## src/rtl/phy_tx_scheduler_if.sv

```systemverilog
// Bundle between the transmit scheduler and its sources/PHY mux.
//
// Handshake semantics: D_ACK and OS_ACK are consume strobes, not
// valid/ready pairs. A source that raises D_REQ or OS_REQ holds it until
// it sees its packet or ordered set start on the lane. The data source
// must present a byte in every cycle in which D_ACK is high, and it marks
// the final byte by raising D_LAST in that same cycle. VALID high means
// the lane carries a symbol this cycle. All scheduler outputs are Moore
// outputs, so a source may react combinationally to D_ACK without forming
// a loop.
interface phy_tx_scheduler_if;
  logic       D_REQ;
  logic       D_LAST;
  logic       OS_REQ;
  logic       D_ACK;
  logic       OS_ACK;
  logic       OS_KIND;
  logic [1:0] CONTROL;
  logic [7:0] START_END;
  logic [7:0] LOG_COM;
  logic       VALID;
  logic       PKT_ERR;
  logic [2:0] DBG_STATE;

  modport master (
    input  D_REQ, D_LAST, OS_REQ,
    output D_ACK, OS_ACK, OS_KIND, CONTROL, START_END, LOG_COM,
           VALID, PKT_ERR, DBG_STATE
  );

  modport slave (
    output D_REQ, D_LAST, OS_REQ,
    input  D_ACK, OS_ACK, OS_KIND, CONTROL, START_END, LOG_COM,
           VALID, PKT_ERR, DBG_STATE
  );
endinterface

```

## src/rtl/phy_tx_scheduler.sv

```systemverilog
// Transmit-side sequencer for the PHY byte lane. It arbitrates framed data
// packets, requested ordered sets and periodic SKIP ordered sets, and it
// drives the mux select and symbol inputs. All outputs are Moore outputs.
module phy_tx_scheduler #(
  parameter int unsigned SKIP_INTERVAL = 64,
  parameter int unsigned OS_LEN        = 4,
  parameter int unsigned MAX_PKT       = 16
) (
  input logic               CLK,
  input logic               RESET_L,
  phy_tx_scheduler_if.master bus
);

  typedef enum logic [2:0] {
    S_IDLE = 3'd0,
    S_STP  = 3'd1,
    S_DATA = 3'd2,
    S_END  = 3'd3,
    S_COM  = 3'd4,
    S_OS   = 3'd5
  } state_t;

  localparam logic [15:0] SKIP_MAX = 16'(SKIP_INTERVAL);
  localparam logic [7:0]  PKT_MAX  = 8'(MAX_PKT);
  // The OS counter starts at 0 in the first body cycle, so the final body
  // cycle is the one where the counter equals OS_LEN-2.
  localparam logic [3:0]  OS_LAST  = 4'(OS_LEN - 2);

  state_t      state_q, state_d;
  logic [7:0]  byte_cnt_q, byte_cnt_d;
  logic [3:0]  os_cnt_q, os_cnt_d;
  logic [15:0] skip_cnt_q, skip_cnt_d;
  logic        os_kind_q, os_kind_d;
  logic        err_q, err_d;

  logic        skip_due;
  logic        byte_limit;

  assign skip_due   = (skip_cnt_q == SKIP_MAX);
  // True in the DATA cycle that carries byte number MAX_PKT.
  assign byte_limit = ((byte_cnt_q + 8'd1) == PKT_MAX);

  // State and counter registers; reset aborts any frame in flight.
  always_ff @(posedge CLK or negedge RESET_L) begin
    if (!RESET_L) begin
      state_q    <= S_IDLE;
      byte_cnt_q <= 8'd0;
      os_cnt_q   <= 4'd0;
      skip_cnt_q <= 16'd0;
      os_kind_q  <= 1'b0;
      err_q      <= 1'b0;
    end else begin
      state_q    <= state_d;
      byte_cnt_q <= byte_cnt_d;
      os_cnt_q   <= os_cnt_d;
      skip_cnt_q <= skip_cnt_d;
      os_kind_q  <= os_kind_d;
      err_q      <= err_d;
    end
  end

  // Next state: fixed-priority arbitration in IDLE, no preemption elsewhere.
  always_comb begin
    state_d    = state_q;
    byte_cnt_d = byte_cnt_q;
    os_cnt_d   = os_cnt_q;
    os_kind_d  = os_kind_q;
    err_d      = err_q;
    // The SKIP counter free-runs and saturates so skip_due stays asserted
    // until the scheduler gets back to IDLE and services it.
    skip_cnt_d = skip_due ? skip_cnt_q : (skip_cnt_q + 16'd1);

    case (state_q)
      S_IDLE: begin
        if (skip_due) begin
          state_d    = S_COM;
          os_kind_d  = 1'b1;
          skip_cnt_d = 16'd0;
        end else if (bus.OS_REQ) begin
          state_d   = S_COM;
          os_kind_d = 1'b0;
        end else if (bus.D_REQ) begin
          state_d = S_STP;
        end
      end
      S_STP: begin
        byte_cnt_d = 8'd0;
        state_d    = S_DATA;
      end
      S_DATA: begin
        byte_cnt_d = byte_cnt_q + 8'd1;
        if (bus.D_LAST || byte_limit) begin
          state_d = S_END;
          // Only a length overrun without D_LAST is an error.
          err_d   = byte_limit && !bus.D_LAST;
        end
      end
      S_END: begin
        err_d   = 1'b0;
        state_d = S_IDLE;
      end
      S_COM: begin
        os_cnt_d = 4'd0;
        state_d  = S_OS;
      end
      S_OS: begin
        os_cnt_d = os_cnt_q + 4'd1;
        if (os_cnt_q == OS_LAST) begin
          state_d = S_IDLE;
        end
      end
      default: begin
        state_d = S_IDLE;
      end
    endcase
  end

  // Lane outputs decoded purely from registered state.
  always_comb begin
    bus.VALID     = 1'b0;
    bus.CONTROL   = 2'b00;
    bus.START_END = 8'h00;
    bus.D_ACK     = 1'b0;
    bus.OS_ACK    = 1'b0;
    case (state_q)
      S_STP: begin
        bus.VALID     = 1'b1;
        bus.CONTROL   = 2'b01;
        bus.START_END = 8'hFB;
      end
      S_DATA: begin
        bus.VALID = 1'b1;
        bus.D_ACK = 1'b1;
      end
      S_END: begin
        bus.VALID     = 1'b1;
        bus.CONTROL   = 2'b01;
        bus.START_END = 8'hFD;
      end
      S_COM: begin
        bus.VALID   = 1'b1;
        bus.CONTROL = 2'b11;
      end
      S_OS: begin
        bus.VALID   = 1'b1;
        bus.CONTROL = 2'b10;
        bus.OS_ACK  = 1'b1;
      end
      default: begin
        bus.VALID = 1'b0;
      end
    endcase
  end

  assign bus.LOG_COM   = 8'hBC;
  assign bus.OS_KIND   = os_kind_q;
  assign bus.PKT_ERR   = (state_q == S_END) && err_q;
  assign bus.DBG_STATE = state_q;

endmodule

```

## src/flat_wrapper.sv

```systemverilog
// flat-port wrapper written by rule: the top's interface ports become plain ports
module phy_tx_scheduler_flat 
#(
  parameter int unsigned SKIP_INTERVAL = 64,
  parameter int unsigned OS_LEN        = 4,
  parameter int unsigned MAX_PKT       = 16
)
  (CLK, RESET_L, bus_D_REQ, bus_D_LAST, bus_OS_REQ, bus_D_ACK, bus_OS_ACK, bus_OS_KIND, bus_CONTROL, bus_START_END, bus_LOG_COM, bus_VALID, bus_PKT_ERR, bus_DBG_STATE);
  phy_tx_scheduler_if bus_i ();
  input logic CLK;
  input logic RESET_L;
  input wire logic [$bits(bus_i.D_REQ)-1:0] bus_D_REQ;
  input wire logic [$bits(bus_i.D_LAST)-1:0] bus_D_LAST;
  input wire logic [$bits(bus_i.OS_REQ)-1:0] bus_OS_REQ;
  output wire logic [$bits(bus_i.D_ACK)-1:0] bus_D_ACK;
  output wire logic [$bits(bus_i.OS_ACK)-1:0] bus_OS_ACK;
  output wire logic [$bits(bus_i.OS_KIND)-1:0] bus_OS_KIND;
  output wire logic [$bits(bus_i.CONTROL)-1:0] bus_CONTROL;
  output wire logic [$bits(bus_i.START_END)-1:0] bus_START_END;
  output wire logic [$bits(bus_i.LOG_COM)-1:0] bus_LOG_COM;
  output wire logic [$bits(bus_i.VALID)-1:0] bus_VALID;
  output wire logic [$bits(bus_i.PKT_ERR)-1:0] bus_PKT_ERR;
  output wire logic [$bits(bus_i.DBG_STATE)-1:0] bus_DBG_STATE;
  assign bus_i.D_REQ = bus_D_REQ;
  assign bus_i.D_LAST = bus_D_LAST;
  assign bus_i.OS_REQ = bus_OS_REQ;
  assign bus_D_ACK = bus_i.D_ACK;
  assign bus_OS_ACK = bus_i.OS_ACK;
  assign bus_OS_KIND = bus_i.OS_KIND;
  assign bus_CONTROL = bus_i.CONTROL;
  assign bus_START_END = bus_i.START_END;
  assign bus_LOG_COM = bus_i.LOG_COM;
  assign bus_VALID = bus_i.VALID;
  assign bus_PKT_ERR = bus_i.PKT_ERR;
  assign bus_DBG_STATE = bus_i.DBG_STATE;
  phy_tx_scheduler #(.SKIP_INTERVAL(SKIP_INTERVAL), .OS_LEN(OS_LEN), .MAX_PKT(MAX_PKT)) u_core (.CLK(CLK), .RESET_L(RESET_L), .bus(bus_i));
endmodule
```

## config.mk

```make
export PLATFORM = sky130hd
export DESIGN_NAME = phy_tx_scheduler_flat
export DESIGN_NICKNAME = d
export VERILOG_FILES = /design/src/rtl/phy_tx_scheduler_if.sv /design/src/rtl/phy_tx_scheduler.sv /design/src/flat_wrapper.sv
export SDC_FILE = /design/constraint.sdc
export NUM_CORES = 1
export LEC_CHECK = 0
export ABC_AREA = 0
export CAP_MARGIN = 20
export CELL_PAD_IN_SITES_DETAIL_PLACEMENT = 0
export CELL_PAD_IN_SITES_GLOBAL_PLACEMENT = 1
export CORE_ASPECT_RATIO = 0.8
export CORE_MARGIN = 2
export CORE_UTILIZATION = 42
export CTS_BUF_LIST = sky130_fd_sc_hd__clkbuf_2
export CTS_CLUSTER_DIAMETER = 80
export CTS_CLUSTER_SIZE = 20
export DETAILED_ROUTE_END_ITERATION = 8
export PLACE_DENSITY_LB_ADDON = 0.1
export SLEW_MARGIN = 20
export SYNTH_ARGS = -nofsm -noshare
export SYNTH_HDL_FRONTEND = slang
export SYNTH_SLANG_ARGS = --single-unit
```

## constraint.sdc

```tcl
create_clock -name CLK -period 1.8 [get_ports CLK]
set_input_delay 0.45 -clock CLK [delete_from_list [all_inputs] [get_ports CLK]]
set_output_delay 0.45 -clock CLK [all_outputs]
set_load 0.05 [all_outputs]
```

==> flow_metrics.tcl <==
set metrics [dict create \
    num-nets-final 247 \
    failed_checks "setup timing" \
    hpwl_um 2900 \
    ant_nets 0 \
    async_flop_share_pct 100 \
    power.leakage_nw 1.20 \
    grt_overflow 0 \
    grt_setup_unrepaired "true" \
    worstSetupEndpointType "output pin" \
    root_buffer "clkbuf_2" \
    fp-row-count 21 \
    cts_tree "done" \
    skew_ns 0.0231 \
    regToRegStartpoint "u_core.bus.DBG_STATE[1]$_DFFE_PN0P_" \
    drc_errors 0 \
    ys.flop_type "dfrtp_1" \
    synth_edf_count 0 \
    fin_crit_sh_pct 114 \
    status "complete, but fails checks" \
    port_buffers 22 \
    syn2layout_area_growth_pct 39.4 \
    grt_pass1_wl_um 7530 \
    wl_um 4350 \
    path_max_fanout 6 \
    cts_buffer_depth 2 \
    cts.clk_slew.worst_paths_ns 0.19 \
    routedWlPerCell_um 14.8 \
    cts_htree_levels 2 \
    setup_viol 14 \
    timing_hold_violations_final 0 \
    antenna_found_initial 0 \
    synth_cells 195 \
    r2r-end "u_core.byte_cnt_q[5]$_DFFE_PN0N_" \
    avgSynthCellArea_um2 9.48 \
    grt_pass1_vias 1538 \
    timing.fmax_ghz 0.488 \
    dp.cells 266 \
    fin_area_um2 2580 \
    grt.total_usage_pct 19.2 \
    cts.sinks 33 \
    clock_latency_ns 0.38 \
    synth_top_area_share_pct 44.7 \
    diodes 0 \
    power.density_nw_per_um2 1830 \
    r2r_cells 6 \
    gp_congestion 0.813 \
    yosys-top-cells-area "dfrtp_1 (45%), buf_4 (5.3%), xnor2_1 (5.2%)" \
    p_total_w 0.00472 \
    yosysSeqAreaShare_pct 44.7 \
    r2r_slack_ns 0.15 \
    start_util_pct 44.0 \
    ir_drop_uv 838 \
    required_ns 1.35 \
    cp-startpoint "u_core.bus.DBG_STATE[2]$_DFFE_PN0P_" \
    ys_warn_count 0 \
    yosysTopAreaCell "dfrtp_1" \
    finalCriticalPeriod_ns 2.05 \
    die_h_um 63.3 \
    critPathCapture "bus_PKT_ERR" \
    slew_viol_final 0 \
    vias 1559 \
    dieArea_um2 4950 \
    ys_types 43 \
    yosys_register_bits 33 \
    final_cells 294 \
    worstSetupPathType "flip-flop to output pin" \
    fillerInstances 343 \
    die_w_um 78.2 \
    drive_gt1_share_pct 32.5 \
    core-area_um2 4200 \
    pin_count 31 \
    grt_start_max_net_pins 34 \
    fin_util_pct 61.3 \
    place_area_um2 2260 \
    worstSetupStartpointType "flip-flop" \
    finalWorstSetupSlack_ns -0.249 \
    cts_buffers 5 \
    drtPass1Iterations 5 \
    worstHoldPathType "input port to asynchronous set/reset pin" \
    cp.arrival_ns 1.60 \
    drt_iter0_markers 99 \
    syn-cell-area_um2 1850 \
    avgViaCountPerCell 5.30 \
    drv_cap 0 \
]
flip-flops by register name, summed over array words and instances, names as in the netlist:
name and count:
u_core.bus.DBG_STATE 3, u_core.byte_cnt_q 8, u_core.os_cnt_q 4, u_core.err_q 1, u_core.bus.OS_KIND 1, u_core.skip_cnt_q 16
power by group:
group          internal, W  switching (W)  leakage, nW  total [W]
sequential        0.000936       0.000235        0.432    0.00117
combinational      0.00149        0.00156        0.723    0.00305
clock             0.000237       0.000260       0.0406   0.000497
total              0.00266        0.00206         1.20    0.00472
logic make-up after synthesis:
group | after synthesis | synth area share, %
muxes | 3 | 1.69
other | 2 | 0.406
AOI/OAI and AO/OA | 34 | 11.7
adders and majority gates | 6 | 4.06
and+or+nand+nor | 71 | 20.4
xor gates and xnor gates | 14 | 6.64
buffers and inverters | 32 | 10.4
DFF | 33 | 44.7
cells in the mapped netlist (all sizes together) (2+ instances only):
| cell | instances |
|---|---|
| buf | 18 |
| dfrtp | 33 |
| conb | 2 |
| xnor2 | 11 |
| inv | 9 |
| nand4 | 8 |
| nand3 | 8 |
| nand2 | 15 |
| nand2b | 2 |
| a22o | 2 |
| and2 | 2 |
| nor2 | 16 |
| mux2i | 2 |
| and3 | 4 |
| a21o | 3 |
| a21oi | 9 |
| a31oi | 3 |
| nor4 | 2 |
| nor3 | 5 |
| clkbuf | 4 |
| o21ai | 12 |
| ha | 6 |
| xor2 | 3 |
| nand3b | 2 |
critical path, stage by stage (launching register included):
cell     delay (ns)
dfrtp_2        0.48
buf_12         0.14
and2b_4        0.28
and3_4         0.20
buf_12         0.13
cells in the final DEF (no fill, tap or decap), types with 4 or more instances in the layout:
master and count:
ha_1 6, nand2_1 15, nand3_1 8, buf_6 5, inv_1 8, clkdlybuf4s50_1 4
conb_1 8, xnor2_1 11, o21ai_0 11, dfrtp_1 30, buf_12 17, buf_4 24
nor2_1 13, nand4_1 8, clkbuf_2 6, a21oi_1 6
final cells by class:
| class | instances | area (um^2) | area share, % |
|---|---|---|---|
| Multi-Input combinational cell | 136 | 941 | 36.5 |
| Timing Repair Buffer | 50 | 617 | 23.9 |
| Clock buffer | 6 | 30.0 | 1.17 |
| Tap cell | 57 | 71.3 | 2.77 |
| Clock inverter | 2 | 33.8 | 1.31 |
| Sequential cell | 33 | 830 | 32.2 |
| Inverter | 10 | 53.8 | 2.09 |
routing by layer:
| metal | wire length [um] | GRT usage [%] | share of wire (%) |
|---|---|---|---|
| met1 | 1930 | 25.3 | 44 |
| met3 | 258 | 7.02 | 5.9 |
| met4 | 74 | 5.70 | 1.7 |
| met5 | 0 | 0 | 0 |
| met2 | 2090 | 29.7 | 48 |
how the worst min path moves through the flow:
| stage | start | to | slack, ns | depth (start not counted) |
|---|---|---|---|---|
| finish | RESET_L | u_core.skip_cnt_q[3]$_DFF_PN0_ | 0.45 | 2 |
| global route | RESET_L | u_core.skip_cnt_q[4]$_DFF_PN0_ | 0.45 | 2 |
| CTS | RESET_L | u_core.skip_cnt_q[3]$_DFF_PN0_ | 0.45 | 2 |
| detailed placement | u_core.skip_cnt_q[15]$_DFF_PN0_ | u_core.skip_cnt_q[15]$_DFF_PN0_ | 0.47 | 1 |
| global placement | u_core.bus.OS_KIND$_DFFE_PN0P_ | u_core.bus.OS_KIND$_DFFE_PN0P_ | 0.46 | 1 |
| floorplan | RESET_L | u_core.bus.DBG_STATE[0]$_DFFE_PN0P_ | 0.15 | 0 |
what timing repair did:
item	in CTS	in global routing
setup endpoints to repair	14	19
pin swaps	4	3
gates cloned	0	0
resized for setup	8	11
hold buffers	0	0
buffers inserted	12	8
through the flow:
step	hold slack, ns	setup TNS [ns]	setup slack (ns)
after floorplan	0.154	-0.280	-0.148
after global placement	0.464	0	0.0878
after detailed placement	0.466	0	0.0478
after CTS	0.450	-2.41	-0.250
after global routing	0.449	-3.36	-0.326
final	0.450	-2.23	-0.249
Note: power is estimated with default switching activity, not from simulation.
